<file path="config.mk">
export PLATFORM = sky130hd
export DESIGN_NAME = vga_rx_monitor
export DESIGN_NICKNAME = d
export VERILOG_FILES = /design/src/rtl/vga_rx_monitor.sv
export SDC_FILE = /design/constraint.sdc
export NUM_CORES = 1
export LEC_CHECK = 0
export CAP_MARGIN = 25
export CELL_PAD_IN_SITES_DETAIL_PLACEMENT = 0
export CELL_PAD_IN_SITES_GLOBAL_PLACEMENT = 1
export CORE_MARGIN = 1
export CORE_UTILIZATION = 47
export DETAILED_ROUTE_END_ITERATION = 6
export GPL_TIMING_DRIVEN = 0
export PLACE_DENSITY = 0.95
export SLEW_MARGIN = 25
export SYNTH_ARGS = -nofsm -noshare
export SYNTH_HDL_FRONTEND = slang
export SYNTH_SLANG_ARGS = --single-unit
export TNS_END_PERCENT = 10
</file>
<file path="constraint.sdc">
create_clock -name clk -period 8.98 [get_ports clk]
set_input_delay 1.796 -clock clk [delete_from_list [all_inputs] [get_ports clk]]
set_output_delay 1.796 -clock clk [all_outputs]
set_load 0.01 [all_outputs]
</file>
<file path="src/rtl/vga_rx_monitor.sv">
// vga_rx_monitor: rebuilds pixel coordinates and colour from VGA sync edges,
// tracks lock against the expected timing, counts violations, signs each frame.
module vga_rx_monitor #(
  parameter int unsigned H_ACTIVE = 640,
  parameter int unsigned H_FP     = 16,
  parameter int unsigned H_SYNC   = 96,
  parameter int unsigned H_BP     = 48,
  parameter int unsigned V_ACTIVE = 480,
  parameter int unsigned V_FP     = 10,
  parameter int unsigned V_SYNC   = 2,
  parameter int unsigned V_BP     = 33
) (
  input  logic        clk,
  input  logic        rst_n,
  input  logic [7:0]  vga_in_i,
  output logic        pix_valid_o,
  output logic [9:0]  pix_x_o,
  output logic [9:0]  pix_y_o,
  output logic [5:0]  pix_rgb_o,
  output logic        frame_done_o,
  output logic [15:0] frame_sig_o,
  output logic        locked_o,
  output logic [7:0]  err_count_o
);

  localparam int unsigned H_TOTAL = H_ACTIVE + H_FP + H_SYNC + H_BP;
  localparam int unsigned V_TOTAL = V_ACTIVE + V_FP + V_SYNC + V_BP;
  localparam logic [9:0]  H_SEED  = 10'(H_ACTIVE + H_FP);
  localparam logic [9:0]  V_SEED  = 10'(V_ACTIVE + V_FP);
  localparam logic [9:0]  H_LAST  = 10'(H_TOTAL - 1);
  localparam logic [9:0]  V_LAST  = 10'(V_TOTAL - 1);
  localparam logic [9:0]  H_ACT   = 10'(H_ACTIVE);
  localparam logic [9:0]  V_ACT   = 10'(V_ACTIVE);
  localparam logic [9:0]  X_END   = 10'(H_ACTIVE - 1);
  localparam logic [9:0]  Y_END   = 10'(V_ACTIVE - 1);

  typedef enum logic [1:0] {
    SEARCH  = 2'd0,
    HSYNCED = 2'd1,
    VSYNCED = 2'd2,
    LOCKED  = 2'd3
  } state_e;

  function automatic logic [15:0] rotl1(input logic [15:0] v);
    return {v[14:0], v[15]};
  endfunction

  // A horizontal violation outranks everything and decides between HSYNCED and SEARCH.
  function automatic state_e next_state(input state_e cur, input logic hedge,
                                        input logic vedge, input logic h_viol,
                                        input logic v_viol, input logic v_at);
    state_e nxt;
    nxt = cur;
    case (cur)
      SEARCH: begin
        if (hedge) nxt = HSYNCED;
        else       nxt = SEARCH;
      end
      HSYNCED: begin
        if (h_viol)     nxt = hedge ? HSYNCED : SEARCH;
        else if (vedge) nxt = VSYNCED;
        else            nxt = HSYNCED;
      end
      VSYNCED: begin
        if (h_viol)              nxt = hedge ? HSYNCED : SEARCH;
        else if (vedge && v_at)  nxt = LOCKED;
        else if (v_viol)         nxt = HSYNCED;
        else                     nxt = VSYNCED;
      end
      LOCKED: begin
        if (h_viol)      nxt = hedge ? HSYNCED : SEARCH;
        else if (v_viol) nxt = HSYNCED;
        else             nxt = LOCKED;
      end
      default: nxt = SEARCH;
    endcase
    return nxt;
  endfunction

  logic [7:0]  s_q;
  logic        hs_prev_q, vs_prev_q;
  logic [9:0]  px_q, py_q;
  state_e      state_q, state_d;
  logic        locked_q;
  logic        valid_q, done_q;
  logic [9:0]  x_q, y_q;
  logic [5:0]  rgb_q;
  logic [15:0] acc_q, acc_d, sig_q;
  logic [7:0]  err_q, err_d;

  logic        hedge_s, vedge_s, h_viol_s, v_viol_s, v_at_s, viol_s;
  logic [9:0]  px_inc_s, py_inc_s, px_d, py_d;
  logic [5:0]  rgb_s;
  logic        valid_d, done_d;

  // Coordinate prediction for the sample in S, violation detection and signature update.
  always_comb begin
    hedge_s  = ~s_q[7] & hs_prev_q;
    vedge_s  = ~s_q[3] & vs_prev_q;
    px_inc_s = (px_q == H_LAST) ? 10'd0 : px_q + 10'd1;
    px_d     = hedge_s ? H_SEED : px_inc_s;
    if (px_d == 10'd0) begin
      py_inc_s = (py_q == V_LAST) ? 10'd0 : py_q + 10'd1;
    end else begin
      py_inc_s = py_q;
    end
    py_d     = vedge_s ? V_SEED : py_inc_s;
    h_viol_s = hedge_s ? (px_inc_s != H_SEED) : (px_inc_s == H_SEED);
    v_at_s   = (px_d == 10'd0) && (py_inc_s == V_SEED);
    v_viol_s = vedge_s ? ~v_at_s : v_at_s;
    viol_s   = (h_viol_s && (state_q != SEARCH)) ||
               (v_viol_s && ((state_q == VSYNCED) || (state_q == LOCKED)));
    state_d  = next_state(state_q, hedge_s, vedge_s, h_viol_s, v_viol_s, v_at_s);
    rgb_s    = {s_q[0], s_q[4], s_q[1], s_q[5], s_q[2], s_q[6]};
    valid_d  = (state_d == LOCKED) && (px_d < H_ACT) && (py_d < V_ACT);
    done_d   = valid_d && (px_d == X_END) && (py_d == Y_END);
    if (valid_d) begin
      if ((px_d == 10'd0) && (py_d == 10'd0)) begin
        acc_d = {10'd0, rgb_s};
      end else begin
        acc_d = rotl1(acc_q) + {10'd0, rgb_s};
      end
    end else begin
      acc_d = acc_q;
    end
    if (viol_s && (err_q != 8'hFF)) begin
      err_d = err_q + 8'd1;
    end else begin
      err_d = err_q;
    end
  end

  // Lock FSM; locked follows the state being entered so it lines up with the O stage.
  always_ff @(posedge clk or negedge rst_n) begin
    if (!rst_n) begin
      state_q  <= SEARCH;
      locked_q <= 1'b0;
    end else begin
      state_q  <= state_d;
      locked_q <= (state_d == LOCKED);
    end
  end

  // Input register with sync history held high across reset, counters and O stage.
  always_ff @(posedge clk or negedge rst_n) begin
    if (!rst_n) begin
      s_q       <= 8'h88;
      hs_prev_q <= 1'b1;
      vs_prev_q <= 1'b1;
      px_q      <= 10'd0;
      py_q      <= 10'd0;
      valid_q   <= 1'b0;
      x_q       <= 10'd0;
      y_q       <= 10'd0;
      rgb_q     <= 6'd0;
      done_q    <= 1'b0;
      acc_q     <= 16'd0;
      sig_q     <= 16'd0;
      err_q     <= 8'd0;
    end else begin
      s_q       <= vga_in_i;
      hs_prev_q <= s_q[7];
      vs_prev_q <= s_q[3];
      px_q      <= px_d;
      py_q      <= py_d;
      valid_q   <= valid_d;
      x_q       <= px_d;
      y_q       <= py_d;
      rgb_q     <= rgb_s;
      done_q    <= done_d;
      acc_q     <= acc_d;
      sig_q     <= done_d ? acc_d : sig_q;
      err_q     <= err_d;
    end
  end

  assign pix_valid_o  = valid_q;
  assign pix_x_o      = x_q;
  assign pix_y_o      = y_q;
  assign pix_rgb_o    = rgb_q;
  assign frame_done_o = done_q;
  assign frame_sig_o  = sig_q;
  assign locked_o     = locked_q;
  assign err_count_o  = err_q;

endmodule

</file>
# After elaboration in Yosys (flattened, before gate mapping)
# Index checks and enable logic that the tools add are counted.
# Widths: inputs -> output; s select.
dict set report totals {
  ff_bits 81
  input_bits 10
  output_inout_bits 53
}
dict set report classes {
  addsub 4
  magnitude_cmp 2
  eq_ne 12
  n_mux 18
  bitwise_logic 5
  reduce_logical 16
}
# cell n
set ops {}
lappend ops {{$mux 10} 5}
lappend ops {{$eq 10x10->1 const B} 4}
lappend ops {{$mux 16} 2}
lappend ops {{$add 10x1->10 const B} 2}
lappend ops {{$eq 10x9->1 const B} 2}
lappend ops {{$logic_not 10->1} 2}
lappend ops {{$add 16x6->16} 1}
lappend ops {{$mux 2} 7}
lappend ops {{$logic_and 1x1->1} 10}
lappend ops {{$lt 10x10->1 const B} 1}
lappend ops {{$lt 10x9->1 const B} 1}
lappend ops {{$ne 10x10->1 const B} 1}
lappend ops {{$add 8x1->8 const B} 1}
lappend ops {{$ne 8x8->1 const B} 1}
lappend ops {{$pmux 2 s4} 1}
lappend ops {{$eq 2x2->1 const B} 3}
lappend ops {{$mux 1} 3}
lappend ops {{$not 1->1} 3}
lappend ops {{$and 1x1->1} 2}
lappend ops {{$eq 2x1->1 const B} 1}
lappend ops {{$logic_not 2->1} 1}
lappend ops {{$logic_or 1x1->1} 2}
lappend ops {{$reduce_bool 2->1} 1}

# Depth between registers and ports, before layout
dict set report logic_depth {
  word_depth 18
  ltp_mapped 21
  depth_no_buf 17
}

# Least setup slack after synthesis
# OpenSTA, ideal clock, no wires.
dict set report synth_path {
  kind {register to register}
  start {register, netlist name pix_x_o[0]}
  end {register sig_q[10] (netlist: frame_sig_o[10])}
  setup_time_ns 0.125
  arrival_ns 4.107
  t_required_ns 8.855
  setup_slack_ns 4.747
  stages_incl_launch_ff 21
  path_buffers 4
  cell_sequence {dfrtp_1 > ha_1 > and4_1 > buf_6 > xnor2_1 > a32oi_1 > or2_1 > buf_6 > nor2_4 > nand4_1 > ha_1 > a31o_2 > a21oi_1 > and2_1 > o211ai_1 > a211oi_4 > o2111ai_1 > nor4bb_1 > buf_4 > buf_12 > mux2_4}
}
# element line_no
set synth_rtl {}
lappend synth_rtl {{to (signal assigned)} 172} ;# sig_q <= done_d ? acc_d : sig_q;
lappend synth_rtl {{to (decl)} 88} ;# logic [15:0] acc_q, acc_d, sig_q;

==> flow_summary.ini <==
[placed_design]
post_dp_cell_area_mm2 = 0.00539
dpl.hpwl_um = 7290
io_buffers = 62
gp_congestion = 0.904
dp_cells = 634

[cells_and_area]
post-route-util = 0.606
fin_area_mm2 = 0.00565
final_cells = 649
num_antenna_cells = 0
layout-drive-gt1-share = 0.158
area_growth_pct = 23.4
fin_nets = 539

[route]
wl_per_cell_um = 15.7
firstDrtPassIters = 4
vias_per_cell = 5.55
routed_wirelength_um = 10200
final_antenna_net_count = 0
via_count = 3604
drc = 0
drt-initial-drc-count = 194

[setup_path]
rrSetupSlack_ns = 3.96
cp.required_ns = 9.22
cp-start-kind = register
worstSetupPathType = reg -> reg
cp-end-kind = register
r2r_cells = 18
worstReg2RegEnd = frame_sig_o[9]$_DFFE_PN0P_
slowest_delay_ns = 0.49
path_common_cell = ha_1
path_cells = ha_1 > nand3_1 > xor2_1 > nor3b_4 > nand4_2 > nor2_4 > nand4_1 > ha_1 > a31o_2 > a21oi_1 > and2_1 > o211ai_1 > a211oi_4 > o2111ai_1 > nor4bb_1 > buf_4 > buf_12 > mux2_4
worstPathArrival_ns = 5.27
slowest_stage = dfrtp_1
r2r-start = pix_x_o[0]$_DFF_PN0_
critPathMaxFanout = 10

[hold_path]
min_from = s_q[3]$_DFF_PN1_
hp-class = reg -> reg
hold-path-cell-count = 0
whs_endpoint = vs_prev_q$_DFF_PN1_

[clock_tree]
cts_setup_buffers = 0
h-tree-depth = 3
numCtsBuffers = 9
clkLatencyLatePin_ns = 0.36
clockRootBuffer = clkbuf_8
clock-sinks = 81
cts_hold_buf = 0
clock_tree.buffer_depth = 2
cts_tree = done
clk_pin_slew_worst_paths_ns = 0.09
ctsResizeCount = 0

[floorplan]
start_util = 0.491
die_area_mm2 = 0.0101
fp.dieH_um = 101
die_w_um = 101
core_area_mm2 = 0.00933
ioPinCount = 63
row_count = 35

[synthesis]
synth_top_cell_by_area = dfrtp_1
synth_edf_count = 0
yosys_warnings = 0
synth_cell_types = 75
netlist_area_mm2 = 0.00458
seq_area_frac_synth = 0.444
postSynthAreaPerCell_um2 = 10.4
synth_cells = 442
synth.top_cells.by_area = dfrtp_1 (42%), xnor2_1 (4.6%), mux2_2 (3.7%)
async_reset_ff_frac = 1.00
synth_fp_nets = 465
synth_ff_type = dfrtp_1
synth_top_area_share = 0.421
ys_ff_latch = 81

[global_routing]
overflow = 0
grt_antenna_before_repair = 0
grt_pass1_wl_um = 16900
grt_usage = 0.213
grt_max_degree = 55
grt_pass1_vias = 3450

[timing]
max_freq_mhz = 199
rsz0062_at_grt = false
min_period_ns = 5.02
whs_ns = 0.358
fin_skew_ns = 0.0118
slew_viol_final = 0
fin_tns_setup_ns = 0
tightest_slew_ns = 0.698
hold_violations = 0
slew_headroom = 0.529
setup-violations-final = 0
period_share = 0.560

[pwr]
vdd_drop_max_v = 0.000148
p_leak_nw = 2.40
p_per_area_mw_per_mm2 = 172

[outcome]
outcome = complete, no violations

[run]
cap_violations = 0
-- synth_stat cells (all sizes together) (3+ instances only) --
library cell,instances
a211oi,5
a21o,10
a21oi,16
a31oi,6
a41oi,4
and2,4
and3,8
buf,14
clkbuf,9
dfrtp,77
dfstp,4
ha,12
inv,25
mux2,21
mux2i,6
nand2,35
nand3,19
nand4,9
nor2,30
nor2b,5
nor3,19
nor4,5
nor4b,3
o21ai,17
o311ai,3
o31ai,5
or3,3
or4,3
xnor2,24
xor2,9
-- flip-flops by register name (all words and copies together), names as in the netlist, 2 cells and up --
signal,count
err_count_o,8
pix_x_o,10
pix_rgb_o,6
acc_q,16
s_q,8
pix_y_o,10
frame_sig_o,16
state_q,2
-- worst max-delay path by stage --
stage	from	endpoint	slack, ns	cells after the start
6_report	pix_x_o[0]$_DFF_PN0_	frame_sig_o[9]$_DFFE_PN0P_	3.96	18
5_1_grt	pix_x_o[0]$_DFF_PN0_	frame_sig_o[9]$_DFFE_PN0P_	3.70	19
4_1_cts	pix_x_o[0]$_DFF_PN0_	frame_sig_o[14]$_DFFE_PN0P_	4.03	18
3_5_place_dp	pix_x_o[0]$_DFF_PN0_	frame_sig_o[13]$_DFFE_PN0P_	4.10	19
3_3_place_gp	rst_n	frame_sig_o[12]$_DFFE_PN0P_	3.30	1
2_1_floorplan	pix_x_o[0]$_DFF_PN0_	frame_sig_o[10]$_DFFE_PN0P_	4.75	20
-- power by group --
| group | switching [mW] | leakage, nW | total (mW) | internal, mW |
|---|---|---|---|---|
| Combinational | 0.105 | 1.24 | 0.201 | 0.0959 |
| Clock | 0.138 | 0.131 | 0.352 | 0.214 |
| Sequential | 0.0278 | 1.03 | 0.420 | 0.392 |
| Total | 0.271 | 2.40 | 0.973 | 0.702 |
-- routing by layer --
layer  up-vias  wire length [um]  track usage
met5         -                 0            0
met4         0               127       0.0792
met3        12               463       0.0333
met2       109              4910        0.337
met1      1769              4690        0.296
li1       1714                 -            -
-- cells in the final DEF (no fill, tap or decap), types with 14 or more instances in the layout --
cell	netlist	routed
nor3_1	17	17
inv_1	25	25
nand3_1	18	18
mux2_2	15	15
o21ai_0	14	14
a21oi_1	16	16
clkdlybuf4s50_1	0	61
xnor2_1	24	24
nand2_1	34	34
dfrtp_1	77	77
nor2_1	29	29
-- kinds of logic (layout without fill, tap and decap cells) --
family,Yosys count,after routing,share of synthesized area
flops,81,81,0.444
simple gates,155,155,0.187
mux,27,27,0.0697
buf+inv,49,127,0.0694
fa+ha+maj,14,14,0.0394
xor+xnor,33,33,0.0631
compound gates,83,83,0.128
-- cell type report --
class	count	area, um2
Buffer	23	220
Timing Repair Buffer	63	646
Multi-Input combinational cell	312	2230
Clock inverter	6	140
Sequential cell	81	2030
Fill cell	780	3680
Inverter	26	97.6
Clock buffer	9	124
Tap cell	129	161
-- critical path, delay by kind of cell, from the launching register on --
| family | cells | cell delay (ns) |
|---|---|---|
| and+or+nand+nor | 7 | 1.71 |
| AOI/OAI and AO/OA | 5 | 1.04 |
| adders and majority gates | 2 | 0.58 |
| DFF | 1 | 0.49 |
| buffers and inverters | 2 | 0.40 |
| xor gates and xnor gates | 1 | 0.39 |
| muxes | 1 | 0.30 |
-- through the flow --
step	worst slack (ns)	total power, mW
after floorplan	4.75	0.545
after global placement	3.30	0.617
after detailed placement	4.10	0.626
after CTS	4.03	0.981
after global routing	3.70	1.02
final	3.96	0.973
(Power assumes the default switching activity.)
